===== src/rtl/mc_controller.sv =====
// mc_controller: multi-cycle control FSM for a shared single-ALU / single-memory
// MIPS datapath (add, sub, ori, lw, sw, beq, lui, jal, jr, nop). It sequences
// FETCH/DECODE/EXEC/MEM/WB, drives datapath enables and mux selects, and counts
// retired instructions.
module mc_controller (
  input  logic        clk,
  input  logic        reset,
  input  logic [5:0]  opcode,
  input  logic [5:0]  funct,
  input  logic        zero,
  input  logic        im_ready,
  input  logic        dm_ready,
  output logic        PC_en,
  output logic        IR_en,
  output logic        W_en,
  output logic        DM_we,
  output logic [2:0]  ALUop,
  output logic        ALUsrc,
  output logic [1:0]  Wreg_sel,
  output logic [1:0]  Wdata_sel,
  output logic [1:0]  EXT_sel,
  output logic        Shift_sel,
  output logic [1:0]  NPC_sel,
  output logic [2:0]  state,
  output logic [31:0] retired
);

  typedef enum logic [2:0] {
    S_FETCH  = 3'd0,
    S_DECODE = 3'd1,
    S_EXEC   = 3'd2,
    S_MEM    = 3'd3,
    S_WB     = 3'd4
  } state_t;

  // add and sub share the RTYPE sequence but need different ALU operations,
  // so they are kept as two classes.
  typedef enum logic [3:0] {
    C_NOP, C_ADD, C_SUB, C_ORI, C_LUI, C_LW, C_SW, C_BEQ, C_JAL, C_JR
  } class_t;

  localparam logic [5:0] OP_RTYPE = 6'h00;
  localparam logic [5:0] OP_ORI   = 6'h0D;
  localparam logic [5:0] OP_LUI   = 6'h0F;
  localparam logic [5:0] OP_LW    = 6'h23;
  localparam logic [5:0] OP_SW    = 6'h2B;
  localparam logic [5:0] OP_BEQ   = 6'h04;
  localparam logic [5:0] OP_JAL   = 6'h03;
  localparam logic [5:0] FN_ADD   = 6'h20;
  localparam logic [5:0] FN_SUB   = 6'h22;
  localparam logic [5:0] FN_JR    = 6'h08;

  state_t      state_q, state_d;
  class_t      cls_q, dec_class, sel_class;
  logic [31:0] retired_q;
  logic        done;

  // Instruction class decode from the IR fields; anything unrecognised is a NOP.
  always_comb begin
    // NOTE: every signal assigned in always_comb gets a default first so no latch is inferred.
    dec_class = C_NOP;
    case (opcode)
      OP_RTYPE: begin
        case (funct)
          FN_ADD:  dec_class = C_ADD;
          FN_SUB:  dec_class = C_SUB;
          FN_JR:   dec_class = C_JR;
          default: dec_class = C_NOP;
        endcase
      end
      OP_ORI:  dec_class = C_ORI;
      OP_LUI:  dec_class = C_LUI;
      OP_LW:   dec_class = C_LW;
      OP_SW:   dec_class = C_SW;
      OP_BEQ:  dec_class = C_BEQ;
      OP_JAL:  dec_class = C_JAL;
      default: dec_class = C_NOP;
    endcase
  end

  // Next-state logic; done flags the final edge of an instruction.
  always_comb begin
    state_d = state_q;
    done    = 1'b0;
    case (state_q)
      S_FETCH: begin
        if (im_ready) state_d = S_DECODE;
      end
      S_DECODE: begin
        case (dec_class)
          C_NOP:   begin state_d = S_FETCH; done = 1'b1; end
          C_JAL:   state_d = S_WB;
          default: state_d = S_EXEC;
        endcase
      end
      S_EXEC: begin
        case (cls_q)
          C_ADD, C_SUB, C_ORI, C_LUI: state_d = S_WB;
          C_LW, C_SW:                 state_d = S_MEM;
          default:                    begin state_d = S_FETCH; done = 1'b1; end
        endcase
      end
      S_MEM: begin
        if (dm_ready) begin
          if (cls_q == C_LW) begin
            state_d = S_WB;
          end else begin
            state_d = S_FETCH;
            done    = 1'b1;
          end
        end
      end
      S_WB: begin
        state_d = S_FETCH;
        done    = 1'b1;
      end
      // Encodings 5-7 are unreachable in normal operation; recover to FETCH
      // without counting anything.
      default: state_d = S_FETCH;
    endcase
  end

  // State, latched class and retired counter registers.
  always_ff @(posedge clk) begin
    // NOTE: sequential state uses non-blocking assignments so all registers update together at the edge.
    if (reset) begin
      state_q   <= S_FETCH;
      cls_q     <= C_NOP;
      retired_q <= '0;
    end else begin
      state_q <= state_d;
      if (state_q == S_DECODE) cls_q <= dec_class;
      if (done) retired_q <= retired_q + 32'd1;
    end
  end

  // The class register only loads at the end of DECODE, so DECODE itself shows
  // the selects of the instruction being decoded straight from the IR.
  assign sel_class = (state_q == S_DECODE) ? dec_class : cls_q;

  // Moore-style output decode from state and class, with the im_ready / zero
  // gating on PC_en; reset forces everything to its idle value.
  always_comb begin
    PC_en     = 1'b0;
    IR_en     = 1'b0;
    W_en      = 1'b0;
    DM_we     = 1'b0;
    ALUop     = 3'b000;
    ALUsrc    = 1'b0;
    Wreg_sel  = 2'b00;
    Wdata_sel = 2'b00;
    EXT_sel   = 2'b00;
    Shift_sel = 1'b0;
    NPC_sel   = 2'b00;
    if (!reset) begin
      case (state_q)
        S_FETCH: begin
          PC_en = im_ready;
          IR_en = im_ready;
        end
        S_DECODE, S_EXEC, S_MEM, S_WB: begin
          case (sel_class)
            C_ADD: begin ALUop = 3'b010; Wreg_sel = 2'b01; end
            C_SUB: begin ALUop = 3'b110; Wreg_sel = 2'b01; end
            C_ORI: begin ALUop = 3'b001; ALUsrc = 1'b1; EXT_sel = 2'b01; end
            C_LUI: begin ALUsrc = 1'b1; Shift_sel = 1'b1; Wdata_sel = 2'b10; end
            C_LW:  begin ALUop = 3'b010; ALUsrc = 1'b1; Wdata_sel = 2'b01; end
            C_SW:  begin ALUop = 3'b010; ALUsrc = 1'b1; end
            C_BEQ: begin ALUop = 3'b110; NPC_sel = 2'b01; end
            C_JAL: begin Wreg_sel = 2'b10; Wdata_sel = 2'b11; NPC_sel = 2'b10; end
            C_JR:  NPC_sel = 2'b11;
            default: ;
          endcase
          if (state_q == S_EXEC && cls_q == C_BEQ) PC_en = zero;
          if (state_q == S_EXEC && cls_q == C_JR)  PC_en = 1'b1;
          if (state_q == S_MEM  && cls_q == C_SW)  DM_we = 1'b1;
          if (state_q == S_WB) begin
            W_en = 1'b1;
            if (cls_q == C_JAL) PC_en = 1'b1;
          end
        end
        default: ;
      endcase
    end
  end

  assign state   = state_q;
  assign retired = retired_q;

endmodule


===== config.mk =====
export PLATFORM = sky130hd
export DESIGN_NAME = mc_controller
export DESIGN_NICKNAME = d
export VERILOG_FILES = /design/src/rtl/mc_controller.sv
export SDC_FILE = /design/constraint.sdc
export NUM_CORES = 1
export LEC_CHECK = 0
export ABC_AREA = 1
export CAP_MARGIN = 10
export CORE_ASPECT_RATIO = 0.8
export CORE_MARGIN = 4
export CORE_UTILIZATION = 35
export DETAILED_ROUTE_END_ITERATION = 7
export MAX_ROUTING_LAYER = met4
export PLACE_DENSITY = 0.6
export RECOVER_POWER = 25
export REMOVE_ABC_BUFFERS = 1
export SLEW_MARGIN = 20
export SYNTH_ARGS = -nofsm -noshare
export SYNTH_HDL_FRONTEND = slang
export SYNTH_SLANG_ARGS = --single-unit

===== constraint.sdc =====
create_clock -name clk -period 2.05 [get_ports clk]
set_input_delay 0.5125 -clock clk [delete_from_list [all_inputs] [get_ports clk]]
set_output_delay 0.5125 -clock clk [all_outputs]
set_load 0.005 [all_outputs]

---- Yosys cells after proc, flatten, opt, wreduce, memory -nomap -nowiden ----
Cells that the tools add are included.
word-level totals
  register bits after elaboration ......... 39
  input bits .............................. 17
  output and inout bits ................... 52
operators by class
  $add $sub $neg .......................... 1
  equal/unequal tests ..................... 34
  muxes and demuxes ....................... 49
  reductions and logical operators ........ 15
operators by type and width
  operator               count
  $add 32x1->32 const B  1
  $eq 4x3->1 const B     8
  $pmux 4 s7             1
  $mux 1                 26
  $eq 6x6->1 const B     4
  $eq 4x4->1 const B     5
  $eq 6x4->1 const B     3
  $eq 4x2->1 const B     4
  $mux 3                 5
  $mux 2                 6
  $pmux 2 s3             2
  $pmux 3 s2             2
  $pmux 3 s4             1
  $pmux 4 s3             1
  $reduce_or 4->1        3
  $pmux 3 s3             1
  $eq 4x1->1 const B     2
  $eq 3x2->1 const B     2
  $eq 6x2->1 const B     1
  $eq 6x3->1 const B     1
  $logic_not 6->1        1
  $reduce_or 2->1        3
  $reduce_or 6->1        1
  $logic_not 4->1        1
  other kinds (11)       14

---- Logic depth before layout (Yosys ltp) ----
  depth after elaboration ................. 9
  gate-level depth with buffers ........... 12
  gate-level depth less buffers ........... 12

---- Worst setup path before layout ----
Ideal clock, no wire load.
  path kind ............................... input to output
  from .................................... input opcode[0]
  to ...................................... output EXT_sel[0]
  data arrival time ....................... 1.696 ns
  required time ........................... 1.537 ns
  path slack .............................. -0.159 ns
  stages on the path ...................... 10
  buffers on the path ..................... 1
  path through ............................ nor2_1 -> inv_1 -> nor2_2 -> nand3_2 -> nand4_1 -> nand2_1 -> nor2_1 -> nand2_1 -> nor2_1 -> buf_4
between the ends
  word-level cells in the longest chain between the ends .. 7
  elaborated cells on any way between the ends .. 13
ends and longest elaborated chain
  element                                   RTL line  text
  from (decl)                               8         input logic [5:0] opcode,
  $eq 6x2->1, or another cell as far along  62        case (opcode)
  $pmux 4 s7 (*)                            62
  $mux 4 (*)                                --
  $eq 4x2->1 (*)                            162       case (sel_class)
  $mux 1 (*)                                162
  $mux 1 (*)                                156       case (state_q)
  $mux 1 (*)                                155       if (!reset) begin
  to (decl)                                 21        output logic [1:0] EXT_sel,
Mark *: on every way between the ends. The rest lies on a longest branch, timed or not.

---- Worst setup path in the final report ----
  from .................................... input opcode[3]
  to ...................................... output ALUop[1]
between the ends
  word-level cells in the longest chain between the ends .. 8
  elaborated cells on any way between the ends .. 20
ends and longest elaborated chain
  element                                                              RTL line  text
  $eq 6x2->1, or another cell as far along                             62
  $pmux 4 s7 (*)                                                       62
  $mux 4 (*)                                                           --
  $eq 4x3->1, or another cell as far along                             162
  $reduce_or 3->1 (no source line) or $reduce_or 2->1 (tied branches)  --
  $pmux 3 s3 (*)                                                       162
  $mux 3 (*)                                                           156
  $mux 3 (*)                                                           155
  to (decl)                                                            17        output logic [2:0] ALUop,
Marked as above.

==> metrics.md <==
| Metric | Value |
|---|---|
| CTS root buffer | `clkbuf_8` |
| Number of inserted diodes | `0` |
| Die area | `9720 um^2` |
| PortBufs | `67` |
| Switching Share | `a little under a third` |
| Setup WS post-layout | `-434 ps` |
| Crit-path most repeated cell | `buf_4` |
| CP Max Fanout | `4` |
| Vias in the first global route | `between 3,000 and 4,000` |
| Final setup vio count | `14` |
| Final Power | `about 2.2 mW` |
| Layout Area Growth over Synthesis | `83.0%` |
| Wl on met1 | `5140 um` |
| Clk slew on worst S/H paths | `around 80 ps` |
| CP endpoint | `ALUop[1]` |
| Comb pwr share | `a little under two fifths` |
| Post-route ant nets | `0` |
| Worst path max stage delay | `around 210 ps` |
| Placed Cells | `approximately 670` |
| HPWL Detailed | `~7000 um` |
| DR top layer | `met4` |
| Routed wl met3 | `~600 um` |
| Pre-antenna DRT Iters | `5` |
| Worst-Skew Late Latency | `290 ps` |
| Synth top cells by count | `nand2_1, nor2_1, nand3_1` |
| Final net count | `roughly 650` |
| Cell-internal power | `around 1.5 mW` |
| Worst reg2reg endpoint | `cls_q[1]` |
| Power Density | `418 nW/um^2` |
| Initial Util | `a little over a third` |
| Syn Area/Cell | `6.05 um^2` |
| GRT Util Overall | `around 23%` |
| Seq pwr share | `roughly 36%` |
| Unrepaired setup endpoints after global routing | `yes` |
| Largest area contributor in the netlist | `dfxtp_1` |
| Remaining global-route overflow | `0` |
| Clock Tree Buf Depth | `2` |
| Run status | `finished, violations left` |
| Vias per cell | `slightly above 5` |
| Die Span Y | `slightly below 90 um` |
| Final Skew | `between 8 and 9 ps` |
| CTS Hold Bufs | `0` |
| Asr flop ratio synth | `0%` |
| WP buf/inv | `5` |
| Delay-heaviest family, CP | `simple AND/OR/NAND/NOR gates` |
| Reg2Reg Depth | `18` |
| Critical path startpoint | `opcode[3]` |
| Top_reg_cell synth | `dfxtp_1` |
| Maximum VDD drop | `roughly 0.27 mV` |
| DRC | `0` |
| Clock tree from TritonCTS | `done` |
| Die Wd | `approximately 110 um` |
| CTS buffer count | `5` |
| DR vias | `3,802` |
| Post-synthesis sequential area ratio | `about 27%` |
| Leakage | `2.12 nW` |
| Count leader, synth | `nand2_1` |
| Critical path launch point type | `primary input` |
| Tmin final | `roughly 2500 ps` |
| Max-cap viol count | `0` |
| Worst R2R Setup Slack | `-260 ps` |
| Critical path class | `in2out` |
| Layout Cells excl Fill | `between 700 and 800` |
| Failing checks | `negative setup slack` |
| Req. time, crit path | `roughly 1500 ps` |
| Mapped Cells | `about 470` |
| Core Rows | `29` |
| Worst path depth | `13` |
| Fin. Hold Viols | `0` |
| Routed length per placed instance | `15.5 um` |
| I/O pin total | `just under 70` |
| Final period util | `121%` |
| Max Clock Freq | `around 400 MHz` |
| Reg-to-Reg Start | `state[2]` |
| Synth Register Bits | `39` |
| CP arrival | `roughly 2000 ps` |
| Largest net degree at the start of global routing | `27` |
| Yosys warns | `0` |
| Final core utilization | `roughly two thirds` |
| Initial antenna violation count | `0` |
| First-pass GRT wire length | `17,500 um` |
| Core box area | `approximately 7900 um^2` |
| Post-synth EDFFs | `0` |
| Ratio of cells with drive above 1 in the final layout | `about 44%` |
| Synthesized area | `approximately 2900 um^2` |
| Hold crit path type | `reg2reg` |
| Post-Route WL | `about 12,000 um` |
| Gpl congestion | `just over 0.9` |
| Power share of the clock group | `between 20% and 30%` |
| Critical path cell sequence | `buf_6, inv_1, nor2_2, nand2_1, o21a_1, nand4_1, nand2_2, buf_4, buf_4, nand2_4, nand3_4, a21oi_2, buf_2` |
| # clock sinks | `39` |
| Dominant cells by area after synthesis | `dfxtp_1, nand2_1, nand3_1` |
| First DRT Iteration DRCs | `~270` |
| Met2 Wirelength | `approximately 5500 um` |
| Top-area cell type share of the netlist area | `~27%` |
| Post-synth cell types | `32` |
| Htree depth | `2` |
| Critical path endpoint category | `output port` |
| Slowest cell on the critical path | `o21a_1` |
| Final Slew Violations | `0` |
| Net switching power | `around 0.68 mW` |
-- per-stage QoR --
step / setup TNS [ps] / setup slack (ps) / hold slack [ps] / cell area [um^2]
CTS: -5920 / -421 / 515 / 4970
finish: -4760 / -434 / 521 / 5250
detailed placement: -33520 / -1310 / 523 / 3930
floorplan: -3050 / -154 / 488 / 2780
global placement: -30650 / -1240 / 498 / 3930
global route: -7130 / -499 / 540 / 5250
-- what timing repair did --
item | in CTS | in global routing
pin swaps | 66 | 33
gates resized for setup | 258 | 72
buffers inserted | 63 | 18
cloned | 6 | 0
endpoints found under the hold margin | 0 | 0
endpoints found under the setup margin | 49 | 49
-- worst min-delay path: cells and delay by family (launching register included) --
kind	cells	cell delay, ps
simple gates	1	90
flops	1	350
compound gates	1	40
-- how the worst min path moves through the flow --
stage / start / endpoint / slack (ps) / cells past startpoint
after floorplan: retired[29] / retired[29] / 490 / 2
after global placement: retired[29] / retired[29] / 500 / 2
after detailed placement: retired[29] / retired[29] / 520 / 2
after CTS: retired[29] / retired[29] / 520 / 2
after global routing: retired[29] / retired[29] / 540 / 2
final: retired[28] / retired[28] / 520 / 2
-- routing by layer --
metal	vias to the layer above	GRT usage, %
li1	1853	-
met1	1795	31.3
met2	131	37.7
met3	23	3.18
met4	0	3.40
met5	-	-
-- cells in the final DEF, fill, tap and decap left out, drive strengths merged, types with 17 or more instances in the layout --
master	n
a21oi	39
buf	123
clkdlybuf4s50	37
dfxtp	39
inv	45
nand2	124
nand3	58
nor2	77
nor3	17
xor2	21
-- flip-flops by register name (all words and copies together) (netlist names) --
| signal | cells |
|---|---|
| cls_q | 4 |
| retired | 32 |
| state | 3 |
-- cell type report --
type / count / area [um^2]
Fill cell: 624 / 2700
Multi-Input combinational cell: 373 / 2380
Timing Repair Buffer: 167 / 1670
Sequential cell: 39 / 786
Inverter: 45 / 174
Tap cell: 108 / 135
Clock buffer: 8 / 100
-- logic make-up (layout without fill, tap and decap cells) --
logic type	count (synthesis)	in the layout	synth area share [%]
xor+xnor	30	30	9.16
compound gates	54	54	10.5
fa+ha+maj	1	1	0.436
other cells	1	1	0.131
buf+inv	62	220	9.03
flops	39	39	27.2
simple gates	287	287	43.6
-- power groups by stage --
stage	combinational, mW	sequential (mW)	clock (mW)
finish	0.824	0.783	0.588
global route	0.865	0.785	0.627
CTS	0.721	0.782	0.593
detailed placement	0.384	0.799	0
global placement	0.381	0.799	0
floorplan	0.163	0.800	0
No activity file was read; power rests on OpenSTA's default activity.
